--- src/rtl/atomrvcore_pkg.sv ---
`default_nettype none
// +----------------------------------------------------------------------+
// | atomrvcore_pkg: shared types and defaults for the atomRVCORE pipe     |
// | Rev 1.0                                                              |
// +----------------------------------------------------------------------+
package atomrvcore_pkg;

    localparam int c_DATAWIDTH_DFLT        = 32;
    localparam int c_REG_ADRESS_WIDTH_DFLT = 5;

    typedef enum logic [1:0] {
        EX_RUN      = 2'd0,
        EX_LD_STALL = 2'd1,
        EX_FLUSH    = 2'd2
    } ex_ctrl_state_e;

    localparam logic [1:0] c_EX_STATE_RST = 2'(EX_RUN);
    localparam logic       c_CTRL_RST     = 1'b0;

endpackage : atomrvcore_pkg
`default_nettype wire

--- src/rtl/atomrvcore_ld_hazard_det.sv ---
`default_nettype none
// +----------------------------------------------------------------------+
// | atomrvcore_ld_hazard_det: load-use compare of decode vs ALU register  |
// | Rev 1.0                                                              |
// +----------------------------------------------------------------------+
module atomrvcore_ld_hazard_det
    import atomrvcore_pkg::*;
#(
    parameter int REG_ADRESS_WIDTH = c_REG_ADRESS_WIDTH_DFLT
) (
    input  logic                        id_valid_i,
    input  logic [REG_ADRESS_WIDTH-1:0] id_rs1_i,
    input  logic [REG_ADRESS_WIDTH-1:0] id_rs2_i,
    input  logic                        id_rs1_use_i,
    input  logic                        id_rs2_use_i,
    input  logic                        ex_valid_i,
    input  logic                        ex_load_i,
    input  logic                        ex_rwr_en_i,
    input  logic [REG_ADRESS_WIDTH-1:0] ex_rd_i,
    output logic                        hz_o
);

    logic w_ex_writes_load;
    logic w_rs1_match;
    logic w_rs2_match;

    // x0 is hard-wired, so a load targeting it never produces a dependency
    assign w_ex_writes_load = ex_valid_i & ex_load_i & ex_rwr_en_i & (ex_rd_i != '0);
    assign w_rs1_match      = id_rs1_use_i & (id_rs1_i == ex_rd_i);
    assign w_rs2_match      = id_rs2_use_i & (id_rs2_i == ex_rd_i);
    assign hz_o             = w_ex_writes_load & id_valid_i & (w_rs1_match | w_rs2_match);

endmodule : atomrvcore_ld_hazard_det
`default_nettype wire

--- src/rtl/atomrvcore_ex_ctrl.sv ---
`default_nettype none
// +----------------------------------------------------------------------+
// | atomrvcore_ex_ctrl: execute-stage stall/flush/redirect sequencer      |
// | Rev 1.0                                                              |
// +----------------------------------------------------------------------+
module atomrvcore_ex_ctrl
    import atomrvcore_pkg::*;
#(
    parameter int DATAWIDTH        = c_DATAWIDTH_DFLT,
    parameter int REG_ADRESS_WIDTH = c_REG_ADRESS_WIDTH_DFLT,
    parameter int FLUSH_DEPTH      = 2,
    parameter int LOAD_STALL_CYC   = 1,
    parameter int CNT_WIDTH        = 16
) (
    input  logic                        clk_i,
    input  logic                        rst_ni,
    input  logic                        id_valid_i,
    input  logic [REG_ADRESS_WIDTH-1:0] id_rs1_i,
    input  logic [REG_ADRESS_WIDTH-1:0] id_rs2_i,
    input  logic                        id_rs1_use_i,
    input  logic                        id_rs2_use_i,
    input  logic                        ex_valid_i,
    input  logic                        ex_load_i,
    input  logic [REG_ADRESS_WIDTH-1:0] ex_rd_i,
    input  logic                        ex_rwr_en_i,
    input  logic                        ex_br_taken_i,
    input  logic                        ex_jal_i,
    input  logic                        ex_jalr_i,
    input  logic [DATAWIDTH-1:0]        ex_target_i,
    input  logic                        mem_busy_i,
    input  logic                        cnt_clr_i,
    output logic                        if_stall_o,
    output logic                        id_stall_o,
    output logic                        ex_stall_o,
    output logic                        ex_bubble_o,
    output logic                        if_flush_o,
    output logic                        id_flush_o,
    output logic                        redirect_o,
    output logic [DATAWIDTH-1:0]        redirect_pc_o,
    output logic [1:0]                  state_o,
    output logic [CNT_WIDTH-1:0]        stall_cnt_o,
    output logic [CNT_WIDTH-1:0]        flush_cnt_o
);

    localparam logic [1:0] c_ST_RUN      = 2'(EX_RUN);
    localparam logic [1:0] c_ST_LD_STALL = 2'(EX_LD_STALL);
    localparam logic [1:0] c_ST_FLUSH    = 2'(EX_FLUSH);

    localparam int c_DCNT_MAX = (FLUSH_DEPTH > LOAD_STALL_CYC) ? FLUSH_DEPTH - 1 : LOAD_STALL_CYC - 1;
    localparam int c_DCNT_W   = (c_DCNT_MAX > 1) ? $clog2(c_DCNT_MAX + 1) : 1;
    localparam logic [c_DCNT_W-1:0] c_FLUSH_INIT = c_DCNT_W'(FLUSH_DEPTH - 1);
    localparam logic [c_DCNT_W-1:0] c_LD_INIT    = c_DCNT_W'(LOAD_STALL_CYC - 1);

    logic [1:0]           r_state;
    logic [1:0]           w_state_nxt;
    logic [c_DCNT_W-1:0]  r_dcnt;
    logic [c_DCNT_W-1:0]  w_dcnt_nxt;
    logic [CNT_WIDTH-1:0] r_stall_cnt;
    logic [CNT_WIDTH-1:0] r_flush_cnt;

    logic w_hz;
    logic w_redir;
    logic w_if_stall, w_id_stall, w_ex_stall, w_bubble;
    logic w_if_flush, w_id_flush, w_redirect;
    logic [DATAWIDTH-1:0] w_redirect_pc;

    atomrvcore_ld_hazard_det #(
        .REG_ADRESS_WIDTH (REG_ADRESS_WIDTH)
    ) u_ld_hazard_det (
        .id_valid_i   (id_valid_i),
        .id_rs1_i     (id_rs1_i),
        .id_rs2_i     (id_rs2_i),
        .id_rs1_use_i (id_rs1_use_i),
        .id_rs2_use_i (id_rs2_use_i),
        .ex_valid_i   (ex_valid_i),
        .ex_load_i    (ex_load_i),
        .ex_rwr_en_i  (ex_rwr_en_i),
        .ex_rd_i      (ex_rd_i),
        .hz_o         (w_hz)
    );

    assign w_redir = ex_valid_i & (ex_br_taken_i | ex_jal_i | ex_jalr_i);

    always_comb begin
        w_if_stall    = 1'b0;
        w_id_stall    = 1'b0;
        w_ex_stall    = 1'b0;
        w_bubble      = 1'b0;
        w_if_flush    = 1'b0;
        w_id_flush    = 1'b0;
        w_redirect    = 1'b0;
        w_redirect_pc = '0;
        w_state_nxt   = r_state;
        w_dcnt_nxt    = r_dcnt;

        // Memory busy freezes everything; the held ALU register replays any redirect later
        if (mem_busy_i) begin
            w_if_stall = 1'b1;
            w_id_stall = 1'b1;
            w_ex_stall = 1'b1;
            if (r_state == 2'd3) begin
                w_state_nxt = c_ST_RUN;
                w_dcnt_nxt  = '0;
            end
        end else begin
            case (r_state)
                c_ST_RUN, c_ST_LD_STALL: begin
                    if (w_redir) begin
                        w_redirect    = 1'b1;
                        w_if_flush    = 1'b1;
                        w_id_flush    = 1'b1;
                        w_bubble      = 1'b1;
                        w_redirect_pc = {ex_target_i[DATAWIDTH-1:1], ex_target_i[0] & ~ex_jalr_i};
                        if (FLUSH_DEPTH > 1) begin
                            w_state_nxt = c_ST_FLUSH;
                            w_dcnt_nxt  = c_FLUSH_INIT;
                        end else begin
                            w_state_nxt = c_ST_RUN;
                            w_dcnt_nxt  = '0;
                        end
                    end else if (r_state == c_ST_LD_STALL) begin
                        w_if_stall = 1'b1;
                        w_id_stall = 1'b1;
                        w_bubble   = 1'b1;
                        if (r_dcnt <= 1) begin
                            w_state_nxt = c_ST_RUN;
                            w_dcnt_nxt  = '0;
                        end else begin
                            w_dcnt_nxt = r_dcnt - 1'b1;
                        end
                    end else if (w_hz) begin
                        w_if_stall = 1'b1;
                        w_id_stall = 1'b1;
                        w_bubble   = 1'b1;
                        if (LOAD_STALL_CYC > 1) begin
                            w_state_nxt = c_ST_LD_STALL;
                            w_dcnt_nxt  = c_LD_INIT;
                        end
                    end
                end
                c_ST_FLUSH: begin
                    w_if_flush = 1'b1;
                    w_id_flush = 1'b1;
                    w_bubble   = 1'b1;
                    if (r_dcnt <= 1) begin
                        w_state_nxt = c_ST_RUN;
                        w_dcnt_nxt  = '0;
                    end else begin
                        w_dcnt_nxt = r_dcnt - 1'b1;
                    end
                end
                default: begin
                    w_state_nxt = c_ST_RUN;
                    w_dcnt_nxt  = '0;
                end
            endcase
        end
    end

    always_ff @(posedge clk_i or negedge rst_ni) begin
        if (!rst_ni) begin
            r_state <= c_EX_STATE_RST;
            r_dcnt  <= '0;
        end else begin
            r_state <= w_state_nxt;
            r_dcnt  <= w_dcnt_nxt;
        end
    end

    always_ff @(posedge clk_i or negedge rst_ni) begin
        if (!rst_ni) begin
            r_stall_cnt <= '0;
            r_flush_cnt <= '0;
        end else if (cnt_clr_i) begin
            r_stall_cnt <= '0;
            r_flush_cnt <= '0;
        end else begin
            if (w_id_stall && (r_stall_cnt != '1))
                r_stall_cnt <= r_stall_cnt + 1'b1;
            if (w_redirect && (r_flush_cnt != '1))
                r_flush_cnt <= r_flush_cnt + 1'b1;
        end
    end

    // Outputs are forced low for the whole time reset is asserted
    assign if_stall_o    = rst_ni ? w_if_stall : c_CTRL_RST;
    assign id_stall_o    = rst_ni ? w_id_stall : c_CTRL_RST;
    assign ex_stall_o    = rst_ni ? w_ex_stall : c_CTRL_RST;
    assign ex_bubble_o   = rst_ni ? w_bubble   : c_CTRL_RST;
    assign if_flush_o    = rst_ni ? w_if_flush : c_CTRL_RST;
    assign id_flush_o    = rst_ni ? w_id_flush : c_CTRL_RST;
    assign redirect_o    = rst_ni ? w_redirect : c_CTRL_RST;
    assign redirect_pc_o = rst_ni ? w_redirect_pc : '0;
    assign state_o       = r_state;
    assign stall_cnt_o   = r_stall_cnt;
    assign flush_cnt_o   = r_flush_cnt;

endmodule : atomrvcore_ex_ctrl
`default_nettype wire

--- config.mk ---
export PLATFORM = sky130hd
export DESIGN_NAME = atomrvcore_ex_ctrl
export DESIGN_NICKNAME = d
export VERILOG_FILES = /design/src/rtl/atomrvcore_pkg.sv /design/src/rtl/atomrvcore_ld_hazard_det.sv /design/src/rtl/atomrvcore_ex_ctrl.sv
export SDC_FILE = /design/constraint.sdc
export NUM_CORES = 1
export LEC_CHECK = 0
export CAP_MARGIN = 20
export CORE_MARGIN = 2
export CORE_UTILIZATION = 38
export CTS_BUF_LIST = sky130_fd_sc_hd__clkbuf_4
export DETAILED_ROUTE_END_ITERATION = 6
export PLACE_DENSITY = 0.82
export SKIP_CTS_REPAIR_TIMING = 1
export SYNTH_ARGS = -nofsm -noshare
export SYNTH_HDL_FRONTEND = slang
export SYNTH_SLANG_ARGS = --single-unit
--- constraint.sdc ---
create_clock -name clk_i -period 2.4 [get_ports clk_i]
set_input_delay 0.48 -clock clk_i [delete_from_list [all_inputs] [get_ports clk_i]]
set_output_delay 0.48 -clock clk_i [all_outputs]
set_load 0.02 [all_outputs]
==> results by stage <==
CTS:
- The H-tree depth is 2.
- The cell at the root of the clock tree is sky130_fd_sc_hd__clkbuf_4.
- The clock latency on the worst-skew pair is 340 ps.
- In this run, CTS created clock tree buffers numbering 5.
- The clock slew at the register clock pins of the worst setup and hold paths is 100 ps.
- The clock net in this run drives a total of 33 sinks.
- The TritonCTS clock tree is done.
- The buffer levels on the longest clock path is 2.

Logic synthesis:
- The Yosys step of the flow raised 0 warnings.
- After synthesis the netlist holds a flip-flop and latch count of 33.
- The number of enable flip-flop cells after synthesis is 0.
- The synthesized netlist devotes 32.3% of its cell area to simple gates.
- The number of nets produced by synthesis is 315.
- Counting distinct cell types in the post-synthesis netlist gives 39.
- Multiplexer cells account for 2.49% of the synthesized area.
- The post-synthesis sequential area ratio is 38.3%.
- The gate count after technology mapping is 253.
- The dominant combinational cell family by area after synthesis is simple AND/OR/NAND/NOR gates.
- Summing the areas of all compound-gate instances in the mapped netlist gives 11.6% of the synthesized area.
- The share of flip-flops with an asynchronous set or reset is 100%.
- In this run the biggest area consumer among cell types represents 38.3% of the synthesized area.
- The commonest cells after synthesis are 33 x sky130_fd_sc_hd__and3_1, 33 x sky130_fd_sc_hd__dfrtp_1, 24 x sky130_fd_sc_hd__nor2_1.
- The largest total area in the synthesized netlist belongs to sky130_fd_sc_hd__dfrtp_1.
- After Yosys synthesis, full adders, half adders and majority gates account for 1.16% of the synthesized area.
- The synthesized area is 2160 µm².
- Summing the areas of all xor and xnor instances in the mapped netlist gives 8.93% of the synthesized area.
- In the post-synthesis netlist, the biggest area contributors are sky130_fd_sc_hd__dfrtp_1 38%, sky130_fd_sc_hd__and3_1 9.6%, sky130_fd_sc_hd__xnor2_1 4.9%, sky130_fd_sc_hd__or3_1 4.3%, sky130_fd_sc_hd__nor2_1 4.2%.
- The most used flip-flop cell after synthesis is sky130_fd_sc_hd__dfrtp_1.
- After synthesis, the mean cell area works out to 8.53 µm².

Setup path:
- The kind of launch point of the worst setup path is a primary input.
- The number of cells on the worst reg-to-reg path is 8.
- The required time of the critical path is 1920 ps.
- The highest cell delay on the worst timing path is 470 ps.
- In this run the critical register-to-register path is launched from stall_cnt_o[1]$_DFFE_PN0P_.
- The type of the setup path with the least slack is in2out.
- The count of buffering cells on the critical path with inverters included is 2.
- Data on the critical path arrives at its endpoint at 1900 ps.
- The cell type of the slowest stage on the worst timing path is sky130_fd_sc_hd__clkdlybuf4s50_1.
- Along the worst path, the maximum fanout reaches 2.
- The worst setup path is captured at an output pin.
- Traced cell by cell, the critical path runs through clkdlybuf4s50_1 -> xnor2_1 -> nand4_1 -> o22ai_2 -> a31oi_1 -> nor2b_1 -> buf_4.
- Setup slack on the worst reg-to-reg path comes out at 210 ps.
- The kind of cell with the highest combined delay along the critical path is buffers and inverters.
- The worst register-to-register path ends at stall_cnt_o[1]$_DFFE_PN0P_.

Timing:
- The hold violation total from the final report was 0.
- The clock skew is 6.22 ps.
- Counting I/O delays and the setup requirement, the final critical path takes 2380 ps.
- The setup violation total in the final timing report is 0.
- The post-route worst hold slack is 195 ps.
- The worst pin sits at a relative slew slack of 64.9%.
- The slew at the pin closest to its max-slew limit is 523 ps.
- Timing would allow up to 420 MHz.
- The max-slew violation count came to 0.
- Setup repair after global routing left no endpoint under its margin.
- After routing, the total negative slack on setup checks comes to 0 ps.
- The period utilization is 99.3%.

Detailed routing:
- The top layer reached by signal wires is met4.
- After detailed routing, the total wire length is 7.85 mm.
- After detailed routing, the wire length on met1 is 3.18 mm.
- Detailed routing placed a total of 609 µm of wire on met3.
- Using the TritonRoute via totals, the vias-per-cell ratio works out to 5.21.
- The first detailed-routing pass took 4 iterations.
- The post-detailed-route count of antenna-violating nets is 0.
- For this run, design rule violations remaining after detail routing come to 0.
- Across all layers, the routed design uses 2457 vias.
- For this block, the initial DRC count from the detailed router was 83.
- Dividing the detail-routed wire length by the instance count gives 16.6 µm.
- The met2 routed wirelength is 3.97 mm.

Global route:
- The pin count of the biggest net entering global routing is 33.
- The initial antenna violation count is 0.
- The total congestion overflow is 0.
- Global routing used 23.4% of the available tracks.
- The via count of the first global-routing pass is 2402.
- The first global-routing pass estimated 11.6 mm of wire.

Layout:
- The repair_antennas step left the layout with diodes totalling 0.
- After the flow finishes, the layout carries non-filler instances totaling 472.
- Cells fill 69.9% of the core in the end.
- The area growth from synthesis to layout is 78.4%.
- The ratio of cells with drive above 1 in the final layout is 10.8%.
- At the end of the flow, the number of nets in the layout was 462.

Power and ir drop:
- The overall power consumption is 0.00121 W.
- For this design the ratio of total power to cell area is 315 nW/µm².
- For this design the static power due to leakage is 2.32 nW.
- The maximum resistive drop on vdd is 0.270 mV.

Worst hold path:
- The worst hold path belongs to the class in2async.

Floorplanning:
- 133 I/O pins were placed.
- The core footprint is 5510 µm².
- The die is 79.4 µm tall.
- The floorplan step defined a die boundary enclosing 6300 µm².
- Once the floorplan was initialized, standard cells occupied 39.2% of the core.
- From left edge to right edge, the die measures 79.4 µm.
- The total number of placement rows is 27.

Flow run:
- The number of max-capacitance violations reported is 0.

Placement:
- The number of port buffers is 131.
- The HPWL after detailed placement is 5.85 mm.
- Including well taps, the total number of placed cells is 464.
- The global placer's final weighted congestion is 0.803.

Outcome:
- The run finished with clean final reports.
-- cells in the final DEF, fill, tap and decap left out, types with 4 or more instances in the layout --
cell	instances
sky130_fd_sc_hd__dlymetal6s2s_1	47
sky130_fd_sc_hd__xnor2_1	12
sky130_fd_sc_hd__clkdlybuf4s50_1	79
sky130_fd_sc_hd__nor2_1	24
sky130_fd_sc_hd__and4_1	4
sky130_fd_sc_hd__o21ai_1	10
sky130_fd_sc_hd__a21oi_1	17
sky130_fd_sc_hd__o21ai_0	5
sky130_fd_sc_hd__clkbuf_4	6
sky130_fd_sc_hd__or3_1	15
sky130_fd_sc_hd__inv_1	5
sky130_fd_sc_hd__xor2_1	10
sky130_fd_sc_hd__nand2_1	14
sky130_fd_sc_hd__nand3_1	11
sky130_fd_sc_hd__nand4_1	7
sky130_fd_sc_hd__dfrtp_1	33
sky130_fd_sc_hd__and3_1	33
sky130_fd_sc_hd__buf_4	27
-- report_power, final --
group,switching [W],internal [W],total [W]
registers,0.00000769,0.000563,0.000571
logic,0.000150,0.000184,0.000334
clock network,0.000189,0.000118,0.000307
-- how the worst max path moves through the flow --
stage,depth (start not counted),slack [ps],endpoint,from
after floorplan,9,140,stall_cnt_o[1]$_DFFE_PN0P_,stall_cnt_o[0]$_DFFE_PN0P_
after global placement,7,-500,id_stall_o,ex_rd_i[3]
after detailed placement,7,-600,id_stall_o,ex_rd_i[0]
after CTS,7,-610,id_stall_o,ex_rd_i[0]
after global routing,7,1,if_stall_o,id_rs1_i[3]
final,7,20,id_stall_o,id_rs1_i[3]
-- layer usage --
layer | track usage (%) | up-vias
met4 | 5.00 | 0
met1 | 27.5 | 1163
met2 | 41.9 | 98
li1 | - | 1187
met3 | 7.05 | 9
met5 | 0 | -
-- cell type report --
class	count	area, µm²
inverter	5	18.8
clock buffer	6	45.0
multi-input combinational	199	1250
tap	72	90.1
timing repair buffer	156	1620
sequential	33	826
fill	429	1660
clock inverter	1	3.75
-- per-stage QoR --
step | setup WS (ps) | cell area (µm²)
CTS | -612 | 3710
global placement | -504 | 3660
global route | 1.27 | 3850
detailed placement | -601 | 3660
floorplan | 142 | 2160
finish | 16.8 | 3850
-- sequential cells by signal, indices dropped and copies added, names as in the netlist --
| signal | flops |
|---|---|
| flush_cnt_o | 16 |
| state_o | 1 |
| stall_cnt_o | 16 |
-- kinds of logic after synthesis --
group	count (synthesis)
AOI/OAI and AO/OA	42
and+or+nand+nor	127
xor gates and xnor gates	22
other	1
DFF	33
buffers and inverters	21
muxes	5
adders and majority gates	2
No activity file was read; power rests on OpenSTA's default activity.
